--- src/rtl/mdio_pkg.sv ---
// rtl/mdio_pkg.sv - MDIO master shared opcodes, frame field widths and state encoding
package mdio_pkg;

    localparam logic [1:0] OP_ADDR      = 2'b00;
    localparam logic [1:0] OP_WRITE     = 2'b01;
    localparam logic [1:0] OP_READ      = 2'b11;
    localparam logic [1:0] OP_READ_INC  = 2'b10;

    localparam logic [1:0] C22_OP_WRITE = 2'b01;
    localparam logic [1:0] C22_OP_READ  = 2'b10;

    localparam logic [1:0] ST_C45       = 2'b00;
    localparam logic [1:0] ST_C22       = 2'b01;
    localparam logic [1:0] TA_DRIVE     = 2'b10;

    localparam int HDR_BITS   = 14;
    localparam int TA_BITS    = 2;
    localparam int DATA_BITS  = 16;
    localparam int FRAME_BITS = HDR_BITS + TA_BITS + DATA_BITS;

    typedef enum logic [2:0] {
        S_IDLE,
        S_PRE,
        S_HDR,
        S_TA,
        S_DATA,
        S_GAP,
        S_RSP,
        S_ILL
    } mdio_state_t;

    // Serial image of everything after the preamble, MSB transmitted first.
    function automatic logic [FRAME_BITS-1:0] build_frame(
        input logic [1:0]  st,
        input logic [1:0]  op,
        input logic [4:0]  prtad,
        input logic [4:0]  devad,
        input logic [15:0] data
    );
        return {st, op, prtad, devad, TA_DRIVE, data};
    endfunction

endpackage

--- src/rtl/mdio_clk_gen.sv ---
// rtl/mdio_clk_gen.sv - MDC divider with restart, gated mdc and rise/fall ticks
module mdio_clk_gen #(
    parameter int CLK_DIV = 50,
    parameter int DIV_W   = 8
) (
    input  logic clk,
    input  logic reset,
    input  logic restart,
    input  logic enable,
    output logic mdc,
    output logic tick_rise,
    output logic tick_fall
);

    localparam logic [DIV_W-1:0] HALF_M1 = DIV_W'(CLK_DIV / 2 - 1);

    logic [DIV_W-1:0] cnt;
    logic             phase;
    logic             half_end;

    assign half_end  = (cnt == HALF_M1);
    // Ticks mark the clk edge on which mdc changes level.
    assign tick_rise = half_end & ~phase;
    assign tick_fall = half_end & phase;

    always_ff @(posedge clk or posedge reset) begin
        if (reset) begin
            cnt   <= '0;
            phase <= 1'b0;
            mdc   <= 1'b0;
        end else if (restart) begin
            cnt   <= '0;
            phase <= 1'b0;
            mdc   <= 1'b0;
        end else begin
            if (half_end) begin
                cnt   <= '0;
                phase <= ~phase;
            end else begin
                cnt   <= cnt + 1'b1;
            end
            mdc <= enable & (half_end ? ~phase : phase);
        end
    end

endmodule

--- src/rtl/mdio_master_c45.sv ---
// rtl/mdio_master_c45.sv - Clause 45 MDIO master; Clause 22 frames when MDIO_CL22_EN is defined
module mdio_master_c45
    import mdio_pkg::*;
#(
    parameter int CLK_DIV   = 50,
    parameter int DIV_W     = 8,
    parameter int PRE_BITS  = 32,
    parameter int IDLE_BITS = 1
) (
    input  logic        clk,
    input  logic        reset,
    input  logic        cmd_valid,
    output logic        cmd_ready,
    input  logic [1:0]  cmd_op,
    input  logic        cmd_cl22,
    input  logic [4:0]  cmd_prtad,
    input  logic [4:0]  cmd_devad,
    input  logic [15:0] cmd_data,
    output logic        rsp_valid,
    output logic [15:0] rsp_data,
    output logic        rsp_err,
    output logic        busy,
    output logic        mdc,
    input  logic        mdio_i,
    output logic        mdio_o,
    output logic        mdio_oe
);

    localparam logic [5:0] PRE_CNT  = 6'(PRE_BITS - 1);
    localparam logic [5:0] HDR_CNT  = 6'(HDR_BITS - 1);
    localparam logic [5:0] TA_CNT   = 6'(TA_BITS - 1);
    localparam logic [5:0] DATA_CNT = 6'(DATA_BITS - 1);
    localparam logic [5:0] IDLE_CNT = 6'(IDLE_BITS - 1);

    mdio_state_t           state;
    logic [5:0]            bit_cnt;
    logic [FRAME_BITS-1:0] shreg;
    logic [15:0]           rd_shift;
    logic                  is_read;
    logic                  ta_err;

    logic                  accept;
    logic                  mdc_en;
    logic                  tick_rise;
    logic                  tick_fall;
    logic                  cmd_rd;
    logic                  cmd_illegal;
    logic [1:0]            cmd_st;
    logic [FRAME_BITS-1:0] cmd_frame;

    assign accept = cmd_valid & cmd_ready;
    assign mdc_en = (state != S_IDLE) && (state != S_RSP) && (state != S_ILL);

`ifdef MDIO_CL22_EN
    assign cmd_st      = cmd_cl22 ? ST_C22 : ST_C45;
    assign cmd_rd      = cmd_cl22 ? (cmd_op == C22_OP_READ) : cmd_op[1];
    assign cmd_illegal = cmd_cl22 && (cmd_op != C22_OP_READ) && (cmd_op != C22_OP_WRITE);
`else
    logic unused_cl22;
    assign unused_cl22 = cmd_cl22;
    assign cmd_st      = ST_C45;
    assign cmd_rd      = cmd_op[1];
    assign cmd_illegal = 1'b0;
`endif

    assign cmd_frame = build_frame(cmd_st, cmd_op, cmd_prtad, cmd_devad, cmd_data);

    mdio_clk_gen #(
        .CLK_DIV (CLK_DIV),
        .DIV_W   (DIV_W)
    ) u_clk_gen (
        .clk       (clk),
        .reset     (reset),
        .restart   (accept),
        .enable    (mdc_en),
        .mdc       (mdc),
        .tick_rise (tick_rise),
        .tick_fall (tick_fall)
    );

    // Each bit period's pad value is loaded on the edge that ends the previous period.
    always_ff @(posedge clk or posedge reset) begin
        if (reset) begin
            state     <= S_IDLE;
            bit_cnt   <= '0;
            shreg     <= '0;
            rd_shift  <= '0;
            is_read   <= 1'b0;
            ta_err    <= 1'b0;
            cmd_ready <= 1'b1;
            busy      <= 1'b0;
            rsp_valid <= 1'b0;
            rsp_data  <= '0;
            rsp_err   <= 1'b0;
            mdio_o    <= 1'b1;
            mdio_oe   <= 1'b0;
        end else begin
            rsp_valid <= 1'b0;
            case (state)
                S_IDLE: begin
                    if (accept) begin
                        busy      <= 1'b1;
                        cmd_ready <= 1'b0;
                        is_read   <= cmd_rd;
                        ta_err    <= 1'b0;
                        rd_shift  <= '0;
                        shreg     <= cmd_frame;
                        if (cmd_illegal) begin
                            state <= S_ILL;
                        end else if (PRE_BITS > 0) begin
                            state   <= S_PRE;
                            bit_cnt <= PRE_CNT;
                            mdio_o  <= 1'b1;
                            mdio_oe <= 1'b1;
                        end else begin
                            state   <= S_HDR;
                            bit_cnt <= HDR_CNT;
                            mdio_o  <= cmd_frame[FRAME_BITS-1];
                            mdio_oe <= 1'b1;
                            shreg   <= {cmd_frame[FRAME_BITS-2:0], 1'b0};
                        end
                    end
                end
                S_PRE: begin
                    if (tick_fall) begin
                        if (bit_cnt == 6'd0) begin
                            state   <= S_HDR;
                            bit_cnt <= HDR_CNT;
                            mdio_o  <= shreg[FRAME_BITS-1];
                            shreg   <= {shreg[FRAME_BITS-2:0], 1'b0};
                        end else begin
                            bit_cnt <= bit_cnt - 6'd1;
                        end
                    end
                end
                S_HDR: begin
                    if (tick_fall) begin
                        if (bit_cnt == 6'd0) begin
                            state   <= S_TA;
                            bit_cnt <= TA_CNT;
                        end else begin
                            bit_cnt <= bit_cnt - 6'd1;
                        end
                        // Reads release the pad for both turnaround bits.
                        if (is_read && bit_cnt == 6'd0) begin
                            mdio_o  <= 1'b1;
                            mdio_oe <= 1'b0;
                        end else begin
                            mdio_o  <= shreg[FRAME_BITS-1];
                        end
                        shreg <= {shreg[FRAME_BITS-2:0], 1'b0};
                    end
                end
                S_TA: begin
                    if (tick_rise && bit_cnt == 6'd0) begin
                        ta_err <= mdio_i;
                    end
                    if (tick_fall) begin
                        if (bit_cnt == 6'd0) begin
                            state   <= S_DATA;
                            bit_cnt <= DATA_CNT;
                        end else begin
                            bit_cnt <= bit_cnt - 6'd1;
                        end
                        if (!is_read) begin
                            mdio_o <= shreg[FRAME_BITS-1];
                            shreg  <= {shreg[FRAME_BITS-2:0], 1'b0};
                        end
                    end
                end
                S_DATA: begin
                    if (tick_rise) begin
                        rd_shift <= {rd_shift[14:0], mdio_i};
                    end
                    if (tick_fall) begin
                        if (bit_cnt == 6'd0) begin
                            state   <= S_GAP;
                            bit_cnt <= IDLE_CNT;
                            mdio_o  <= 1'b1;
                            mdio_oe <= 1'b0;
                        end else begin
                            bit_cnt <= bit_cnt - 6'd1;
                            if (!is_read) begin
                                mdio_o <= shreg[FRAME_BITS-1];
                                shreg  <= {shreg[FRAME_BITS-2:0], 1'b0};
                            end
                        end
                    end
                end
                S_GAP: begin
                    if (tick_fall) begin
                        if (bit_cnt == 6'd0) begin
                            state     <= S_RSP;
                            rsp_valid <= 1'b1;
                            rsp_data  <= is_read ? rd_shift : 16'h0000;
                            rsp_err   <= is_read & ta_err;
                        end else begin
                            bit_cnt <= bit_cnt - 6'd1;
                        end
                    end
                end
                S_ILL: begin
                    state     <= S_RSP;
                    rsp_valid <= 1'b1;
                    rsp_data  <= 16'h0000;
                    rsp_err   <= 1'b1;
                end
                S_RSP: begin
                    state     <= S_IDLE;
                    busy      <= 1'b0;
                    cmd_ready <= 1'b1;
                end
                default: begin
                    state     <= S_IDLE;
                    busy      <= 1'b0;
                    cmd_ready <= 1'b1;
                    mdio_o    <= 1'b1;
                    mdio_oe   <= 1'b0;
                end
            endcase
        end
    end

endmodule
--- config.mk ---
export PLATFORM = sky130hd
export DESIGN_NAME = mdio_master_c45
export DESIGN_NICKNAME = d
export VERILOG_FILES = /design/src/rtl/mdio_pkg.sv /design/src/rtl/mdio_clk_gen.sv /design/src/rtl/mdio_master_c45.sv
export SDC_FILE = /design/constraint.sdc
export NUM_CORES = 1
export LEC_CHECK = 0
export CORE_MARGIN = 1
export CORE_UTILIZATION = 60
export CTS_CLUSTER_DIAMETER = 100
export DETAILED_ROUTE_END_ITERATION = 7
export PLACE_DENSITY_LB_ADDON = 0.08
export SETUP_SLACK_MARGIN = 0.1
export SLEW_MARGIN = 20
export SYNTH_ARGS = -nofsm -noshare
export SYNTH_HDL_FRONTEND = slang
export SYNTH_SLANG_ARGS = --single-unit
--- constraint.sdc ---
create_clock -name clk -period 5.3 [get_ports clk]
set_input_delay 1.06 -clock clk [delete_from_list [all_inputs] [get_ports clk]]
set_output_delay 1.06 -clock clk [all_outputs]
set_load 0.01 [all_outputs]
[After elaboration in Yosys (flattened, before gate mapping)]
Cells that the tools add are included.
W data, S select, Z words.
Word-level totals
  register bits after elaboration: 91
  latch bits: 0
  RAM bits: 0
  memory bits (read-only): 0
  memories: 0
Cells by class
  add/sub/neg operators: 2
  $mul: 0
  divide/modulo/power cells: 0
  magnitude comparators: 0
  equality and inequality tests: 26
  shift operators: 0
  mux-type cells: 71
  bitwise logic cells: 6
  reductions and logical operators: 24
Operators by type and width (number)
  $mux W32: 8
  $pmux W32 S5: 1
  $mux W16: 5
  $mux W6: 11
  $pmux W16 S2: 2
  $pmux W6 S6: 1
  $mux W3: 11
  $ne A2 B2 Y1 const B: 16
  $pmux W3 S8: 1
  $mux W1: 22
  $mux W8: 2
  $reduce_and A8 Y1: 2
  $eq A3 B3 Y1 const B: 4
  $reduce_and A11 Y1: 1
  $pmux W1 S2: 5
  $reduce_and A3 Y1: 3
  $add A8 B1 Y8 const B: 1
  $eq A8 B5 Y1 const B: 1
  $reduce_bool A2 Y1: 4
  $reduce_and A7 Y1: 1
  $eq A3 B2 Y1 const B: 2
  $logic_not A6 Y1: 1
  $ne A3 B3 Y1 const B: 2
  $reduce_and A6 Y1: 1
  other kinds (12): 21

[Depth between registers and ports, before layout]
Gate-level depths: netlist (run 1).
  depth in word-level cells: 5
  gate-level depth with buffers: 11
  mapped depth without buffers: 9

[Modules after synthesis]
Synthesis (run 1) repeated with hierarchy kept, for this count alone.
Unflattened totals
  cells, all modules: 489
  area total of the unflattened synthesis: 4692.0 um^2
By module, submodules not included
  mdio_master_c45: times used 1, cells each 434, area each 4149.0 um^2
  mdio_clk_gen: times used 1, cells each 55, area each 543.0 um^2

[Worst setup path after synthesis (run 1)]
OpenSTA, ideal clock, no wires.
  path kind: reg-to-reg
  from: register u_clk_gen.cnt[0]
  to: register shreg[25]
  library setup time: 0.077 ns
  data arrival time: 2.406 ns
  required time: 5.223 ns
  path slack: 2.817 ns
  stages on the path, launching flop included: 12
  buffers on the path: 2
  period minus slack after synthesis: 2.483 ns
  path through: dfrtp_1 inv_1 ha_1 nor4bb_1 ha_1 clkbuf_1 nor2b_1 mux2i_4 a22oi_4 buf_6 nor2_1 a21oi_1
On the way
  word-level cells in the longest chain between the ends: 4
  elaborated cells on any way between the ends: 7
Ends and longest elaborated chain
  from (decl): line mdio_clk_gen.sv:17  | logic [DIV_W-1:0] cnt;
  from (signal assigned): line mdio_clk_gen.sv:40  | cnt <= cnt + 1'b1;
  $eq A8 B5 Y1 *: line mdio_clk_gen.sv:21  | assign half_end = (cnt == HALF_M1);
  $and A1 B1 Y1 *: line mdio_clk_gen.sv:24  | assign tick_fall = half_end & phase;
  $ne A2 B2 Y1 (no source line)
  $reduce_and A8 Y1 (no source line) *
  to (signal assigned): line mdio_master_c45.sv:107  | shreg <= cmd_frame;
  to (signal assigned): line mdio_master_c45.sv:120  | shreg <= {cmd_frame[FRAME_BITS-2:0], 1'b0};
  to (signal assigned): line mdio_master_c45.sv:130  | shreg <= {shreg[FRAME_BITS-2:0], 1'b0};
  to (decl): line mdio_master_c45.sv:37  | logic [FRAME_BITS-1:0] shreg;
Every way passes the cells marked *; elsewhere a longest branch is shown, timed or not.
A chain may end at the register's enable or synchronous reset.

[Final worst setup path (run 1)]
  from: register u_clk_gen.cnt[0]
  to: register shreg[17]
The elaborated chain is that of the path after synthesis.

==> summary.md, run 1 <==
| Metric | Value |
|---|---|
| Status | `finished clean` |
| Hold WS | `0.482 ns` |
| CTS Buf Count | `9` |
| Core Area | `0.00721 mm^2` |
| Worst hold path class | `reg2reg` |
| Post-synth ARST share | `100%` |
| Cell area after synthesis | `0.00447 mm^2` |
| Crit path launch type | `flip-flop` |
| Antenna Nets Post-Route | `0` |
| Top sig layer | `met4` |
| Clk sink count | `91` |
| DIE AREA | `0.00779 mm^2` |
| Sequential fraction of the synthesis area | `51.0%` |
| Worst Reg-to-Reg Cells | `10` |
| Setup violators final | `0` |
| Clock Path Buffers | `2` |
| Port-buffer cells | `54` |
| Hold Violations, Final | `0` |
| Antenna violations before repair | `0` |
| Crit path max fanout | `64` |
| Util after Layout | `72.2%` |
| CP startpoint | `u_clk_gen.cnt[0]$_DFF_PP0_` |
| Commonest non-fill, non-tap cell in the layout | `dfrtp_1` |
| Synthesized area per cell | `9.38 um^2` |
| Placement Cell Area | `0.00499 mm^2` |
| PD cells | `245 mW/mm^2` |
| Maximum vdd drop | `0.000182 V` |
| R2R Path Start | `u_clk_gen.cnt[0]$_DFF_PP0_` |
| Final clock period utilization by the worst path | `58.5%` |
| FF-to-FF setup slack | `2.20 ns` |
| CTS tree | `done` |
| # placed instances | `604` |
| Number of H-tree levels | `3` |
| Worst Path Required | `5.58 ns` |
| Count of different cell masters after synthesis | `55` |
| Syn Nets | `515` |
| Nets | `555` |
| First-pass GRT wire length | `14300 um` |
| Relative slew slack | `45.0%` |
| Crit path DAT | `3.38 ns` |
| Met3 WL | `388 um` |
| Clock-pin slew on the worst setup and hold paths | `0.09 ns` |
| Pin count of the biggest net entering global routing | `66` |
| Commonest cells after routing, fill and taps aside | `dfrtp_1, nand2_1, nor2_1, clkdlybuf4s50_1, o21ai_0` |
| Setup Buffers After CTS | `0` |
| Vias | `3471` |
| Die X | `88.3 um` |
| CP endpoint kind | `flip-flop` |
| Setup TNS | `0 ns` |
| RSZ-0062 raised after global routing | `false` |
| CTS hold repair buffers | `0` |
| Yosys reg bits | `91` |
| Post-cts sizing count | `0` |
| WL met2 | `4110 um` |
| Worst Skew | `0.0112 ns` |
| Final WL | `8530 um` |
| CTS root buf | `clkbuf_8` |
| Kind of critical path | `reg2reg` |
| WHS Path Cells | `2` |
| Cell area after layout | `0.00521 mm^2` |
| Total GRT Usage | `23.6%` |
| IO Count | `56` |
| Vias/cell | `5.61` |
| DRT Pass-1 Iters | `5` |
| Clock latency on the worst-skew pair | `0.35 ns` |
| Vias in the first global route | `3138` |
| DRC errors left | `0` |
| Final GP Congestion | `0.861` |
| Cells after Synth | `476` |
| P_leak | `2.07 nW` |
| Slew @ Worst Pin | `0.823 ns` |
| Non-Filler Instances | `619` |
| Max-slew violation count | `0` |
| Avg WL per Cell | `13.8 um` |
| Ratio of cells with drive above 1 in the final layout | `8.08%` |
| Met1 Wirelength | `3910 um` |
| Post-synth top flop | `dfrtp_1` |
| Setup crit end | `shreg[17]$_DFFE_PP0P_` |
| Post-synth EDFFs | `0` |
| # diodes | `0` |
| Congestion Overflow GR | `0` |
| P&R area growth vs syn | `16.6%` |
| FMAX | `0.323 GHz` |
| Initial Utilization | `61.9%` |
| Fin crit period | `3.10 ns` |
| Rows | `31` |
| Max-cap viol count | `0` |
| Detailed Place HPWL | `5660 um` |
| Die Y | `88.3 um` |
| Ys Warns | `0` |
| Worst R2R End | `shreg[17]$_DFFE_PP0P_` |
| DRT iter0 DRCs | `219` |
## worst max-delay path: stages, from the launching register on
cell and delay [ns]:
dfrtp_1 0.42, inv_1 0.07, ha_1 0.13, nor4bb_1 0.54, ha_1 0.48, nor2b_1 0.26
mux2i_4 0.14, a22oi_4 0.16, buf_4 0.51, nor2_1 0.13, a31oi_2 0.16
## through the flow
stage,power [mW],setup slack [ns]
after detailed placement,0.781,2.25
after CTS,1.29,2.18
after global routing,1.33,1.85
final,1.28,2.20
after floorplan,0.749,1.88
after global placement,0.779,2.32
## area by class of cell
type	count	area, um^2
Clock buffer	10	128
Clock inverter	5	86.3
Fill cell	584	2010
Inverter	18	70.1
Multi-Input combinational cell	338	1950
Sequential cell	91	2280
Tap cell	99	124
Timing Repair Buffer	58	571
## cell families after synthesis
kind of cell               share of synthesized area [%]
buffers and inverters                               5.52
DFF                                                 51.0
adders and majority gates                           1.68
and+or+nand+nor                                     17.1
muxes                                               7.03
xor gates and xnor gates                            1.18
AOI/OAI and AO/OA                                   16.4
## sequential cells by signal, indices dropped and copies added, names as in the netlist, named ones only
signal	cells
mdio_oe	1
ta_err	1
bit_cnt	6
u_clk_gen.cnt	8
rsp_data	16
mdio_o	1
rd_shift	16
u_clk_gen.mdc	1
state	2
rsp_valid	1
busy	1
shreg	32
u_clk_gen.phase	1
cmd_ready	1
rsp_err	1
is_read	1
## power breakdown
group | internal (mW) | switching (mW) | total, mW
sequential | 0.705 | 0.00564 | 0.710
combinational | 0.0297 | 0.0258 | 0.0556
clock | 0.268 | 0.244 | 0.512
## how the worst min path moves through the flow
| stage | from | end |
|---|---|---|
| after detailed placement | rsp_data[8]$_DFFE_PP0P_ | rsp_data[8]$_DFFE_PP0P_ |
| after CTS | rsp_data[8]$_DFFE_PP0P_ | rsp_data[8]$_DFFE_PP0P_ |
| after global routing | rsp_data[6]$_DFFE_PP0P_ | rsp_data[6]$_DFFE_PP0P_ |
| final | rsp_data[8]$_DFFE_PP0P_ | rsp_data[8]$_DFFE_PP0P_ |
| after global placement | rsp_data[3]$_DFFE_PP0P_ | rsp_data[3]$_DFFE_PP0P_ |
| after floorplan | rd_shift[15]$_DFFE_PP0P_ | rd_shift[15]$_DFFE_PP0P_ |
## metal layers
metal / track usage, % / vias up
met3: 3.26 / 13
met2: 38.7 / 100
li1: - / 1710
met1: 32.3 / 1648
met5: 0 / -
met4: 8.21 / 0
## cell usage after synthesis, drive strengths merged, types with 2 or more instances
cell / count / area [um^2]
o311ai: 2 / 32.5
buf: 17 / 134
or3: 3 / 23.8
a31oi: 11 / 75.1
a21oi: 36 / 195
mux2i: 29 / 303
a211oi: 4 / 30.0
o32a: 2 / 20.0
nor2b: 4 / 25.0
nor2: 58 / 228
dfstp: 2 / 52.6
inv: 18 / 67.6
clkbuf: 12 / 45.0
and2: 2 / 12.5
ha: 6 / 75.1
nor3: 3 / 20.0
and3: 3 / 18.8
xnor2: 3 / 26.3
o22ai: 2 / 12.5
nand3: 11 / 55.1
o211ai: 2 / 15.0
o21ai: 47 / 235
a221oi: 2 / 17.5
or2: 3 / 18.8
nand2: 86 / 325
dfrtp: 89 / 2230
xor2: 3 / 26.3
Note: power is estimated with default switching activity, not from simulation.
==> inputs of run 2 (changes only) <==
--- a/config.mk
+++ b/config.mk
@@ -6,7 +6,7 @@
 export NUM_CORES = 1
 export LEC_CHECK = 0
 export CORE_MARGIN = 1
-export CORE_UTILIZATION = 60
+export CORE_UTILIZATION = 50
 export CTS_CLUSTER_DIAMETER = 100
 export DETAILED_ROUTE_END_ITERATION = 7
 export PLACE_DENSITY_LB_ADDON = 0.08
==> constraint.sdc (replaced) <==
create_clock -name clk -period 2.7 [get_ports clk]
set_input_delay 0.54 -clock clk [delete_from_list [all_inputs] [get_ports clk]]
set_output_delay 0.54 -clock clk [all_outputs]
set_load 0.01 [all_outputs]
==> summary.md, run 2 (synthesized netlist as in run 1, its figures left out) <==
| Metric | Value |
|---|---|
| Status | `finished clean` |
| Net Sw Frac | `23.2%` |
| DRT iter0 DRCs | `149` |
| WL met2 | `3820 um` |
| Max-slew violation count | `0` |
| CTS Buf Count | `9` |
| Port-buffer cells | `54` |
| Number of H-tree levels | `3` |
| Clock latency on the worst-skew pair | `0.37 ns` |
| Crit path max fanout | `32` |
| Seq. cell area | `0.00228 mm^2` |
| Antenna Nets Post-Route | `0` |
| Fillers | `804` |
| Worst Skew | `0.0120 ns` |
| Final GP Congestion | `0.801` |
| Biggest regs | `shreg: 32 flops, rd_shift: 16 flops, rsp_data: 16 flops` |
| CTS root buf | `clkbuf_8` |
| Setup TNS | `0 ns` |
| Vias/cell | `5.39` |
| Fin crit period | `2.32 ns` |
| P&R area growth vs syn | `19.0%` |
| Initial Utilization | `51.5%` |
| Commonest cells after routing, fill and taps aside | `dfrtp_1, nand2_1, nor2_1, clkdlybuf4s50_1, o21ai_0` |
| Rows | `34` |
| Congestion Overflow GR | `0` |
| Core Area | `0.00868 mm^2` |
| Met1 Wirelength | `4140 um` |
| Avg WL per Cell | `13.2 um` |
| Nets | `563` |
| Top sig layer | `met4` |
| DRT Pass-1 Iters | `4` |
| Clk sink count | `91` |
| IO Count | `56` |
| Pin count of the biggest net entering global routing | `92` |
| Clock share of power | `38.7%` |
| Hold Violations, Final | `0` |
| PD cells | `461 mW/mm^2` |
| FMAX | `0.430 GHz` |
| Worst setup margin | `0.376 ns` |
| Clock Path Buffers | `2` |
| RSZ-0062 raised after global routing | `false` |
| Vias | `3434` |
| Kind of critical path | `reg2reg` |
| Crit path DAT | `2.61 ns` |
| Commonest non-fill, non-tap cell in the layout | `dfrtp_1` |
| Post-place setup slack | `0.334 ns` |
| Final WL | `8430 um` |
| CP endpoint kind | `flip-flop` |
| Maximum vdd drop | `0.000294 V` |
| Cell Int Power | `1.88 mW` |
| CTS hold repair buffers | `0` |
| Worst hold path class | `reg2reg` |
| Worst Path Required | `2.98 ns` |
| Clock-pin slew on the worst setup and hold paths | `0.09 ns` |
| Total GRT Usage | `19.3%` |
| Detailed Place HPWL | `5660 um` |
| Net switching power figure | `570 uW` |
| Part of the power in registers | `56.8%` |
| Comb pwr share | `4.5%` |
| Biggest register | `shreg` |
| Antenna violations before repair | `0` |
| Max-cap viol count | `0` |
| Ratio of cells with drive above 1 in the final layout | `9.64%` |
| Die Y | `96.5 um` |
| Met3 WL | `358 um` |
| Hold WS | `0.480 ns` |
| DRC errors left | `0` |
| Setup Buffers After CTS | `0` |
| Post-cts sizing count | `0` |
| Multi-input logic area | `0.00195 mm^2` |
| CTS tree | `done` |
| Relative slew slack | `68.2%` |
| First-pass GRT wire length | `13900 um` |
| Slew @ Worst Pin | `0.478 ns` |
| Max FFs per register | `32` |
| Setup violators final | `0` |
| P_leak | `2.11 nW` |
| Vias in the first global route | `3088` |
| Die X | `96.5 um` |
| DIE AREA | `0.00932 mm^2` |
| # diodes | `0` |
| Final clock period utilization by the worst path | `86.1%` |
| Crit path launch type | `flip-flop` |
-- run 2: metal layers --
metal	global-route usage [%]	up-vias
met5	0	-
met4	6.99	0
met3	4.46	11
met2	29.8	75
met1	26.8	1629
li1	-	1719
-- run 2: power by group through the flow --
| stage | clock [mW] | sequential [mW] | combinational, mW |
|---|---|---|---|
| 5_1_grt | 1.03 | 1.40 | 0.126 |
| 3_5_place_dp | 0 | 1.42 | 0.114 |
| 3_3_place_gp | 0 | 1.42 | 0.112 |
| 2_1_floorplan | 0 | 1.42 | 0.0518 |
| 6_report | 0.949 | 1.39 | 0.110 |
| 4_1_cts | 0.980 | 1.39 | 0.114 |
-- run 2: cell type report --
cell class / count / area share [%]
multi-input cells: 338 / 36.7
inverters: 18 / 1.34
flip-flops and latches: 91 / 42.9
clock inverters: 6 / 1.34
repair buffers: 66 / 12.8
well taps: 108 / 2.54
clock buffers: 10 / 2.40
-- run 2: worst max-delay path: stages (launching register included) --
cell	delay, ns
dfrtp_1	0.42
inv_1	0.07
ha_1	0.13
nor4bb_1	0.27
buf_4	0.17
ha_1	0.16
nor2b_1	0.21
mux2i_4	0.14
a22oi_4	0.25
buf_12	0.21
nor2_1	0.05
a21oi_1	0.15
-- run 2: final timing paths --
check / endpoint / from / cells past startpoint / slack [ns]
setup / recovery: shreg[1]$_DFFE_PP0P_ / u_clk_gen.cnt[0]$_DFF_PP0_ / 11 / 0.38
hold / removal: rsp_data[13]$_DFFE_PP0P_ / rsp_data[13]$_DFFE_PP0P_ / 2 / 0.48
setup reg to reg: shreg[1]$_DFFE_PP0P_ / u_clk_gen.cnt[0]$_DFF_PP0_ / 11 / 0.38
hold reg to reg: rsp_data[13]$_DFFE_PP0P_ / rsp_data[13]$_DFFE_PP0P_ / 2 / 0.48
max in group asynchronous: cmd_ready$_DFFE_PP1P_ / reset / 3 / 1.67
min in group asynchronous: rsp_data[4]$_DFFE_PP0P_ / reset / 3 / 0.63
-- run 2: stage by stage --
stage	cell area (um^2)	util, %	std cells	total power, mW
after floorplan	4470	-	476	1.47
after detailed placement	5110	58.9	621	1.54
after global placement	5110	58.9	621	1.53
after global routing	5320	61.3	637	2.55
final	5320	61.3	637	2.45
after CTS	5310	61.2	637	2.49
==> inputs of run 3 (changes only) <==
--- a/config.mk
+++ b/config.mk
@@ -5,7 +5,7 @@
 export SDC_FILE = /design/constraint.sdc
 export NUM_CORES = 1
 export LEC_CHECK = 0
-export CORE_MARGIN = 1
+export CORE_MARGIN = 2
 export CORE_UTILIZATION = 50
 export CTS_CLUSTER_DIAMETER = 100
 export DETAILED_ROUTE_END_ITERATION = 7
==> summary.md, run 3 (synthesized netlist as in run 1, its figures left out) <==
| Metric | Value |
|---|---|
| Status | `finished clean` |
| Core Area | `0.00868 mm^2` |
| Initial Utilization | `51.5%` |
| Crit path DAT | `2.68 ns` |
| Net Sw Frac | `22.8%` |
| Kind of critical path | `reg2reg` |
| Vias/cell | `5.41` |
| Congestion Overflow GR | `0` |
| Final clock period utilization by the worst path | `88.7%` |
| Setup violators final | `0` |
| CTS root buf | `clkbuf_8` |
| Rows | `34` |
| Maximum vdd drop | `0.000251 V` |
| DRT iter0 DRCs | `183` |
| Max-slew violation count | `0` |
| P_leak | `2.12 nW` |
| Avg WL per Cell | `13.4 um` |
| Clock share of power | `38.4%` |
| Comb pwr share | `4.6%` |
| Final WL | `8570 um` |
| Max-cap viol count | `0` |
| Ratio of cells with drive above 1 in the final layout | `9.64%` |
| # diodes | `0` |
| Hold Violations, Final | `0` |
| Net switching power figure | `558 uW` |
| Nets | `563` |
| Slew @ Worst Pin | `0.450 ns` |
| CTS tree | `done` |
| Commonest non-fill, non-tap cell in the layout | `dfrtp_1` |
| Antenna Nets Post-Route | `0` |
| Clk sink count | `91` |
| Hold WS | `0.483 ns` |
| DRT Pass-1 Iters | `4` |
| RSZ-0062 raised after global routing | `false` |
| Commonest cells after routing, fill and taps aside | `dfrtp_1, nand2_1, nor2_1, clkdlybuf4s50_1, o21ai_0` |
| Final GP Congestion | `0.840` |
| Util after Layout | `61.4%` |
| Cell Int Power | `1.89 mW` |
| Vias | `3444` |
| Antenna violations before repair | `0` |
| Worst setup margin | `0.306 ns` |
| Die Y | `98.5 um` |
| Detailed Place HPWL | `5780 um` |
| Max FFs per register | `32` |
| Non-Filler Instances | `637` |
| FMAX | `0.418 GHz` |
| Relative slew slack | `69.2%` |
| Clock Path Buffers | `2` |
| P&R area growth vs syn | `19.3%` |
| Part of the power in registers | `57.1%` |
| Port-buffer cells | `54` |
| Pin count of the biggest net entering global routing | `92` |
| Biggest regs | `shreg: 32 flops, rd_shift: 16 flops, rsp_data: 16 flops` |
| CTS Buf Count | `9` |
| Cell area after layout | `0.00533 mm^2` |
| Clock latency on the worst-skew pair | `0.36 ns` |
| Setup TNS | `0 ns` |
| DRC errors left | `0` |
| Worst Path Required | `2.98 ns` |
| Post-place setup slack | `0.311 ns` |
| Clock-pin slew on the worst setup and hold paths | `0.10 ns` |
| Die X | `98.5 um` |
| Placement Cell Area | `0.00513 mm^2` |
| First-pass GRT wire length | `15000 um` |
| Crit path max fanout | `36` |
| PD cells | `458 mW/mm^2` |
| IO Count | `56` |
| Setup Buffers After CTS | `0` |
| Total GRT Usage | `18.5%` |
| Crit path launch type | `flip-flop` |
| # placed instances | `621` |
| Design Power | `2.44 mW` |
| Vias in the first global route | `3357` |
| CP endpoint kind | `flip-flop` |
| Fin crit period | `2.39 ns` |
| Biggest register | `shreg` |
| Worst hold path class | `reg2reg` |
| Number of H-tree levels | `3` |
| Worst Skew | `0.0116 ns` |
| DIE AREA | `0.00971 mm^2` |
-- run 3: repair_timing --
item,in CTS,in global routing
setup endpoints to repair,0,2
endpoints found under the hold margin,0,0
hold buffers,0,0
resized for setup,0,1
-- run 3: critical path: stages, from the launching register on --
cell and delay [ns]:
dfrtp_1 0.42, inv_1 0.07, ha_1 0.13, nor4bb_1 0.28, buf_4 0.17, ha_1 0.21
nor2b_1 0.23, mux2i_4 0.13, a22oi_4 0.25, buf_12 0.22, nor2_1 0.07, a21oi_1 0.14
-- run 3: final timing paths --
check                                      startpoint                        to  slack [ns]  cells after the start
max in group asynchronous                       reset     cmd_ready$_DFFE_PP1P_        1.65                      3
hold / removal               rsp_data[14]$_DFFE_PP0P_  rsp_data[14]$_DFFE_PP0P_        0.48                      2
min in group asynchronous                       reset   rsp_data[5]$_DFFE_PP0P_        0.66                      3
setup / recovery           u_clk_gen.cnt[0]$_DFF_PP0_     shreg[10]$_DFFE_PP0P_        0.31                     11
setup reg to reg           u_clk_gen.cnt[0]$_DFF_PP0_     shreg[10]$_DFFE_PP0P_        0.31                     11
hold reg to reg              rsp_data[14]$_DFFE_PP0P_  rsp_data[14]$_DFFE_PP0P_        0.48                      2
-- run 3: final cells by class --
class / count / area, um^2
fill: 794 / 3350
sequential: 91 / 2280
multi-input combinational: 338 / 1950
timing repair buffer: 66 / 693
tap: 108 / 135
clock buffer: 10 / 128
clock inverter: 6 / 72.6
inverter: 18 / 71.3
-- run 3: layer usage --
metal,GRT usage [%],share of wire (%),up-vias
met4,6.01,1.3,0
met3,4.11,4.6,10
met2,29.9,47,68
met5,0,0,-
met1,25.1,47,1650
li1,-,-,1716
-- run 3: power groups by stage --
| stage | Combinational (mW) | Clock [mW] | Sequential [mW] |
|---|---|---|---|
| floorplan | 0.0518 | 0 | 1.42 |
| global placement | 0.112 | 0 | 1.42 |
| detailed placement | 0.115 | 0 | 1.42 |
| CTS | 0.115 | 0.968 | 1.39 |
| global route | 0.126 | 1.02 | 1.40 |
| finish | 0.111 | 0.938 | 1.39 |
